## config.mk

```make
export PLATFORM = sky130hd
export DESIGN_NAME = alu_operand_sequencer
export DESIGN_NICKNAME = d
export VERILOG_FILES = /design/src/rtl/alu_seq_pkg.sv /design/src/rtl/alu_seq_rom.sv /design/src/rtl/alu_operand_sequencer.sv
export SDC_FILE = /design/constraint.sdc
export NUM_CORES = 1
export LEC_CHECK = 0
export CAP_MARGIN = 0
export CORE_MARGIN = 3
export CORE_UTILIZATION = 54
export CTS_CLUSTER_SIZE = 8
export DETAILED_ROUTE_END_ITERATION = 10
export PLACE_DENSITY = 0.91
export SLEW_MARGIN = 10
export SYNTH_ARGS = -nofsm -noshare
export SYNTH_HDL_FRONTEND = slang
export SYNTH_SLANG_ARGS = --single-unit
```

## constraint.sdc

```tcl
create_clock -name Clock -period 2.9 [get_ports Clock]
set_input_delay 0.725 -clock Clock [delete_from_list [all_inputs] [get_ports Clock]]
set_output_delay 0.725 -clock Clock [all_outputs]
set_load 0.02 [all_outputs]
```

## src/rtl/alu_seq_pkg.sv

```systemverilog
// Shared constants for the ALU operand sequencer: default widths, select codes,
// command codes and the FSM state type.
package alu_seq_pkg;

  localparam int SEL_W_DEF = 4;
  localparam int CMD_W_DEF = 3;

  localparam int SEL_IN1  = 0;
  localparam int SEL_IN2  = 1;
  localparam int SEL_ONE  = 2;
  localparam int SEL_C96  = 3;
  localparam int SEL_C97  = 4;
  localparam int SEL_C144 = 5;
  localparam int SEL_ZERO = 6;

  localparam int CMD_NOP    = 0;
  localparam int CMD_MOVE   = 1;
  localparam int CMD_INC    = 2;
  localparam int CMD_PUSH   = 3;
  localparam int CMD_POP    = 4;
  localparam int CMD_IOADDR = 5;

  typedef enum logic {ST_IDLE, ST_RUN} seq_state_t;

endpackage

```

## src/rtl/alu_seq_rom.sv

```systemverilog
// Combinational micro-sequence table: maps (command, step) to an ALU input-2
// select code, flags the final step, and flags commands with no sequence.
module alu_seq_rom
  import alu_seq_pkg::*;
#(
  parameter int CMD_W = CMD_W_DEF,
  parameter int SEL_W = SEL_W_DEF
) (
  input  logic [CMD_W-1:0] code,
  input  logic [1:0]       step,
  output logic [SEL_W-1:0] sel,
  output logic             last,
  output logic             illegal
);

  always_comb begin
    sel     = SEL_W'(SEL_ZERO);
    last    = 1'b1;
    illegal = 1'b0;
    case (code)
      CMD_W'(CMD_NOP):  sel = SEL_W'(SEL_ZERO);
      CMD_W'(CMD_MOVE): sel = SEL_W'(SEL_IN2);
      CMD_W'(CMD_INC): begin
        case (step)
          2'd0:    begin sel = SEL_W'(SEL_IN1); last = 1'b0; end
          default: sel = SEL_W'(SEL_ONE);
        endcase
      end
      CMD_W'(CMD_PUSH): begin
        case (step)
          2'd0:    begin sel = SEL_W'(SEL_C96); last = 1'b0; end
          2'd1:    begin sel = SEL_W'(SEL_ONE); last = 1'b0; end
          default: sel = SEL_W'(SEL_IN2);
        endcase
      end
      CMD_W'(CMD_POP): begin
        case (step)
          2'd0:    begin sel = SEL_W'(SEL_C97); last = 1'b0; end
          2'd1:    begin sel = SEL_W'(SEL_ONE); last = 1'b0; end
          default: sel = SEL_W'(SEL_IN1);
        endcase
      end
      CMD_W'(CMD_IOADDR): begin
        case (step)
          2'd0:    begin sel = SEL_W'(SEL_C144); last = 1'b0; end
          default: sel = SEL_W'(SEL_IN2);
        endcase
      end
      default: illegal = 1'b1;
    endcase
  end

endmodule

```

## src/rtl/alu_operand_sequencer.sv

```systemverilog
// Steps the ALU input-2 mux through a per-command micro-sequence.
// Optional completed-command counter on CmdCount when ALU_SEQ_PERF_EN is defined.
//
// state | meaning
// IDLE  | ready for a command, Selection parked on ZERO
// RUN   | issuing steps of the registered command, one per unstalled cycle
module alu_operand_sequencer
  import alu_seq_pkg::*;
#(
  parameter int SEL_W = SEL_W_DEF,
  parameter int CMD_W = CMD_W_DEF
) (
  input  logic             Clock,
  input  logic             Reset_n,
  input  logic             CmdValid,
  input  logic [CMD_W-1:0] CmdCode,
  input  logic             Stall,
  output logic             CmdReady,
  output logic [SEL_W-1:0] Selection,
  output logic             StepValid,
  output logic             Last,
  output logic             Done,
`ifdef ALU_SEQ_PERF_EN
  output logic [15:0]      CmdCount,
`endif
  output logic             Error
);

  seq_state_t       state;
  logic [CMD_W-1:0] code_q;
  logic [1:0]       step_q;
  logic [CMD_W-1:0] code_nx;
  logic [1:0]       step_nx;
  logic [SEL_W-1:0] rom_sel;
  logic             rom_last;
  logic             rom_illegal;

  // Look up the step about to be shown so Selection/Last can be registered.
  always_comb begin
    code_nx = code_q;
    step_nx = step_q + 2'd1;
    if (state == ST_IDLE) begin
      code_nx = CmdCode;
      step_nx = 2'd0;
    end
  end

  alu_seq_rom #(.CMD_W(CMD_W), .SEL_W(SEL_W)) u_rom (
    .code    (code_nx),
    .step    (step_nx),
    .sel     (rom_sel),
    .last    (rom_last),
    .illegal (rom_illegal)
  );

  always_ff @(posedge Clock or negedge Reset_n) begin
    if (!Reset_n) begin
      state     <= ST_IDLE;
      code_q    <= '0;
      step_q    <= 2'd0;
      CmdReady  <= 1'b1;
      Selection <= SEL_W'(SEL_ZERO);
      StepValid <= 1'b0;
      Last      <= 1'b0;
      Done      <= 1'b0;
      Error     <= 1'b0;
`ifdef ALU_SEQ_PERF_EN
      CmdCount  <= 16'd0;
`endif
    end else begin
      Done  <= 1'b0;
      Error <= 1'b0;
      case (state)
        ST_IDLE: begin
          if (CmdValid) begin
            if (rom_illegal) begin
              Error <= 1'b1;
            end else begin
              state     <= ST_RUN;
              code_q    <= CmdCode;
              step_q    <= 2'd0;
              CmdReady  <= 1'b0;
              Selection <= rom_sel;
              StepValid <= 1'b1;
              Last      <= rom_last;
            end
          end
        end
        ST_RUN: begin
          if (!Stall) begin
            if (Last) begin
              state     <= ST_IDLE;
              step_q    <= 2'd0;
              CmdReady  <= 1'b1;
              Selection <= SEL_W'(SEL_ZERO);
              StepValid <= 1'b0;
              Last      <= 1'b0;
              Done      <= 1'b1;
`ifdef ALU_SEQ_PERF_EN
              if (CmdCount != 16'hFFFF) CmdCount <= CmdCount + 16'd1;
`endif
            end else begin
              step_q    <= step_nx;
              Selection <= rom_sel;
              Last      <= rom_last;
            end
          end
        end
        default: state <= ST_IDLE;
      endcase
    end
  end

endmodule

```

==> results.toml, run 1 <==
[outcome]
outcome = "completed"

[placement]
placed_cells = 110
place_ws_ps = 733
dpl.hpwl_mm = 1.28
port_buffers = 14
place_area_um2 = 976
globalplace.congestion = 0.897

[min_path]
whs_endpoint = "Selection[0]"
hp-class = "reg -> reg"
hold_start = "Selection[0]"
hold_path_depth = 2

[grt]
antenna_found_initial = 0
track_usage_pct = 18.1
grt_pass1_vias = 625
grt_max_degree = 17
grt_pass1_wl_mm = 2.73
grt_overflow = 0

[route]
firstDrtPassIters = 4
postRouteAntennaNets = 0
wl_per_cell_um = 14.6
vias = 667
drt-vias-per-instance = 5.85
drt_iter0_drc = 24
finalWirelength_mm = 1.67
drc = 0

[power_and_ir_drop]
switching_power_mw = 0.455
switching_share_pct = 41.1
peakVddDrop_v = 0.000681
p_int_mw = 0.653
pwr-share-seq_pct = 38.2
p_per_area_nw_per_um2 = 1090
clkPwrFrac_pct = 12.8
total_power_mw = 1.11
power_frac_comb_pct = 48.9
leakagePower_nw = 0.405

[sta]
hold_slack_ps = 497
fin_skew_ps = 1.51
relSlewSlack_pct = 58.8
setup_tns_ps = 0
period_needed_ps = 2160
period_share_pct = 74.5
rsz0062_at_grt = "false"
worstMarginPinSlew_ps = 617
setup_viol = 0
finalMaxSlewViolations = 0
hold_violations = 0
fin_ws_ps = 739
fmax_ghz = 0.463

[critical_path]
critPathLaunch = "CmdReady"
crit_path_cell_trace = "clkdlybuf4s50_1"
path_buf_inv = 1
r2r-start = "state"
max_stage_delay_ps = 600
rr_endpoint = "Last"
worst-r2r-setup-slack_ps = 1220
critPathMaxFanout = 3
path_class = "reg -> out"
arrival_ps = 1440
cp-end-kind = "output pin"
reg2reg_depth = 4
critPathTopFamily = "buffers and inverters"
critPathLaunchType = "flop"
worstPathRequired_ps = 2170
cp_slowest_cell = "clkdlybuf4s50_1"

[final_layout]
fin_cells = 114
fin_util_pct = 72.4
layout-drive-gt1-share_pct = 20.2
nets = 107
register_area_um2 = 354
n_fill_cell = 112
antenna_cells = 0
syn_to_final_growth_pct = 17.9
fin_area_um2 = 1010
multi_input_area_um2 = 455

[synthesis]
ys_seq_area_share_pct = 41.3
yosys.area.top_type = "dfrtp_1"
syn_nets = 92
synth_warnings = 0
yosysMostFrequentCell = "dfrtp_1"
synth_top_area_share_pct = 32.1
ys_ff_latch = 14
syn_inst = 85
syn-cell-area_um2 = 858
ys_types = 39
avgSynthCellArea_um2 = 10.1
synth_edf_count = 0
async_reset_ff_share_pct = 100
synth-main-ff-cell = "dfrtp_1"
synth_common_cells = "dfrtp_1 (11), nand2_1 (8), nand2b_1 (8), o21ai_0 (8), nor2_1 (5)"
ys_top_cells_by_area = "dfrtp_1 (32%), dfstp_2 (9.2%), nand2b_1 (5.8%), o21ai_0 (4.7%), mux2_2 (3.9%)"

[clocking]
post-cts-setup-buffers = 0
htreeDepth = 1
clk_pin_slew_ps = 80
clk_latency_ps = 290
clk_path_buf_depth = 2
clock_sinks = 14
cts_tree = "done"
cts_buffers = 3
cts-root-buf = "clkbuf_4"
hold_buffers = 0
cts-resized-gates = 0

[flow_run]
drv_cap = 0

[die]
dieWidth_um = 45.9
die_area_um2 = 2100
die_h_um = 45.9
start_util_pct = 61.4
coreArea_um2 = 1400
num_rows = 13
ioPinCount = 16
worst max-delay path by stage:
| stage | endpoint | cells past startpoint | slack (ps) |
|---|---|---|---|
| after floorplan | code_q[0] | 3 | 1420 |
| after global placement | code_q[1] | 4 | 760 |
| after detailed placement | code_q[2] | 4 | 730 |
| after CTS | CmdReady | 1 | 730 |
| after global routing | Selection[2] | 1 | 720 |
| final | CmdReady | 1 | 740 |
state kept, by name, summed over array words and instances, names as in the netlist:
register,count
CmdReady,1
Done,1
Error,1
Last,1
Selection,3
StepValid,1
code_q,3
state,1
step_q,2
power groups by stage:
stage | sequential [mW] | clock (mW) | combinational, mW
floorplan | 0.417 | 0 | 0.411
global placement | 0.421 | 0 | 0.526
detailed placement | 0.426 | 0 | 0.543
CTS | 0.422 | 0.144 | 0.546
global route | 0.442 | 0.151 | 0.583
finish | 0.424 | 0.142 | 0.542
cell families (layout without fill, tap and decap cells):
kind of cell | count (synthesis) | count (layout) | share of synthesized area (%)
and+or+nand+nor | 37 | 37 | 25.5
muxes | 5 | 5 | 8.16
buffers and inverters | 6 | 20 | 5.68
other | 1 | 1 | 0.437
xor gates and xnor gates | 2 | 2 | 2.04
AOI/OAI and AO/OA | 20 | 20 | 16.9
DFF | 14 | 14 | 41.3
routing by layer:
layer  track usage [%]  wire length (um)  up-vias
met5                 0                 0        -
met4              10.2                40        0
met3              2.77                90        5
met2              28.8               763       21
met1              23.1               773      312
li1                  -                 -      329
worst register-to-register path, stage by stage (launching register included):
cell and delay, ps:
dfrtp_1 740, mux2i_2 400, nand4bb_1 150, a41oi_1 210, a21oi_1 60
area by class of cell:
cell class / instances / area share (%)
repair buffers: 14 / 13.8
well taps: 15 / 1.85
multi-input cells: 65 / 45.0
clock buffers: 4 / 3.58
inverters: 2 / 0.742
flip-flops and latches: 14 / 35.0
layout by cell type, fill, tap and decap left out, types with 2 or more instances in the layout:
cell             synthesis  layout
nand3_1                  3       3
nor2_1                   5       5
nand2_1                  8       8
dfrtp_1                 11      11
clkdlybuf4s50_1          0      14
mux2_2                   3       3
dfstp_2                  3       3
clkbuf_4                 0       3
o21ai_0                  8       8
inv_1                    2       2
nand2b_1                 8       8
nand4_1                  2       2
a21oi_1                  3       3
Power figures use the tool's default switching activity.
==> inputs of run 2 (changes only) <==
- CORE_UTILIZATION: 54 -> 45
- PLACE_DENSITY: 0.91 -> 0.82
- clock period: 2.9 -> 1.8 ns (I/O delays scaled with it)
==> run 2 against run 1 <==
Effect of this change:
- total power rose by 66%
- clock skew rose by 4.5 ps
- largest cell class unchanged
- count of clock-buffer cells in the layout did not move
==> results.toml, run 2 (synthesis results as in run 1) <==
[power_and_ir_drop]
peakVddDrop_v = 0.00106
p_int_mw = 1.08
switching_power_mw = 0.754
power_frac_comb_pct = 51.9
clkPwrFrac_pct = 12.6
switching_share_pct = 41.1
p_per_area_nw_per_um2 = 1710
pwr-share-seq_pct = 35.5
leakagePower_nw = 0.439

[critical_path]
critPathTopFamily = "buffers and inverters"
arrival_ps = 1230
reg2reg_depth = 5
max_stage_delay_ps = 600
path_buf_inv = 1
crit_path_cell_trace = "clkdlybuf4s50_1"
path_class = "reg -> out"
worstPathRequired_ps = 1350
critPathMaxFanout = 2
cp-end-kind = "output pin"
cp_slowest_cell = "clkdlybuf4s50_1"
rr_endpoint = "Selection[1]"
r2r-start = "state"
worst-r2r-setup-slack_ps = 280
critPathLaunchType = "flop"

[final_layout]
nets = 114
layout_common_cells = "dfrtp_1 (11), clkdlybuf4s50_1 (11), nand2_1 (8), nand2b_1 (8), o21ai_0 (8)"
layout-drive-gt1-share_pct = 25.5
syn_to_final_growth_pct = 25.1
top_regs = "Selection x3, code_q x3, step_q x2"
fin_util_pct = 60.9
antenna_cells = 0

[die]
die_area_um2 = 2470
coreArea_um2 = 1760
die_h_um = 49.7
num_rows = 15
start_util_pct = 48.7
dieWidth_um = 49.7
ioPinCount = 16

[outcome]
outcome = "completed"

[sta]
fmax_ghz = 0.594
finalMaxSlewViolations = 0
period_share_pct = 93.6
rsz0062_at_grt = "false"
setup_viol = 0
fin_ws_ps = 115
period_needed_ps = 1680
fin_skew_ps = 5.99
hold_violations = 0

[grt]
antenna_found_initial = 0
grt_pass1_vias = 651
grt_max_degree = 15
grt_pass1_wl_mm = 2.99
track_usage_pct = 16.2
grt_overflow = 0

[route]
drt-vias-per-instance = 5.29
finalWirelength_mm = 1.85
postRouteAntennaNets = 0
vias = 693
drc = 0
drt_iter0_drc = 14
wl_per_cell_um = 14.1
firstDrtPassIters = 4

[clocking]
clk_latency_ps = 290
clk_path_buf_depth = 2
post-cts-setup-buffers = 0
clock_sinks = 14
clk_pin_slew_ps = 90
cts-resized-gates = 3
hold_buffers = 0
cts_tree = "done"
cts-root-buf = "clkbuf_4"
htreeDepth = 1
cts_buffers = 3

[placement]
globalplace.congestion = 0.829
port_buffers = 14
dpl.hpwl_mm = 1.46
place_ws_ps = -48.2

[flow_run]
drv_cap = 0

[min_path]
hp-class = "in -> async"
[run 2: worst max-delay path by stage]
| stage | depth (start not counted) | to | startpoint | slack (ps) |
|---|---|---|---|---|
| after floorplan | 4 | code_q[0] | state | 550 |
| after global placement | 5 | Selection[1] | CmdCode[2] | -9 |
| after detailed placement | 5 | Selection[1] | CmdCode[2] | -50 |
| after CTS | 1 | StepValid | StepValid | 100 |
| after global routing | 1 | StepValid | StepValid | 50 |
| final | 1 | Last | Last | 120 |
[run 2: power groups by stage]
stage / clock network (mW) / registers (mW) / logic [mW]
final: 0.231 / 0.653 / 0.952
after global routing: 0.254 / 0.680 / 1.03
after CTS: 0.235 / 0.650 / 0.957
after detailed placement: 0 / 0.653 / 0.974
after global placement: 0 / 0.650 / 0.937
after floorplan: 0 / 0.672 / 0.662
[run 2: cell type report]
class,count,area (um^2)
Sequential cell,14,354
Tap cell,25,31.3
Multi-Input combinational cell,65,455
Timing Repair Buffer,21,189
Fill cell,159,691
Clock buffer,4,36.3
Inverter,2,7.51
[run 2: per-layer routing]
metal / track usage (%) / vias to the layer above / wire [um]
li1: - / 340 / -
met1: 21.4 / 332 / 838
met2: 25.1 / 19 / 907
met3: 4.83 / 2 / 98
met4: 5.53 / 0 / 8
met5: 0 / - / 0
[run 2: through the flow]
stage | cells | power, mW | TNS (ps) | hold WS [ps] | cell area (um^2)
after CTS | 131 | 1.84 | 0 | 486 | 1070
after global placement | 127 | 1.59 | -9.17 | 463 | 1040
final | 131 | 1.84 | 0 | 477 | 1070
after floorplan | 85 | 1.33 | 0 | 154 | 858
after detailed placement | 127 | 1.63 | -94.2 | 473 | 1040
after global routing | 131 | 1.96 | 0 | 477 | 1070
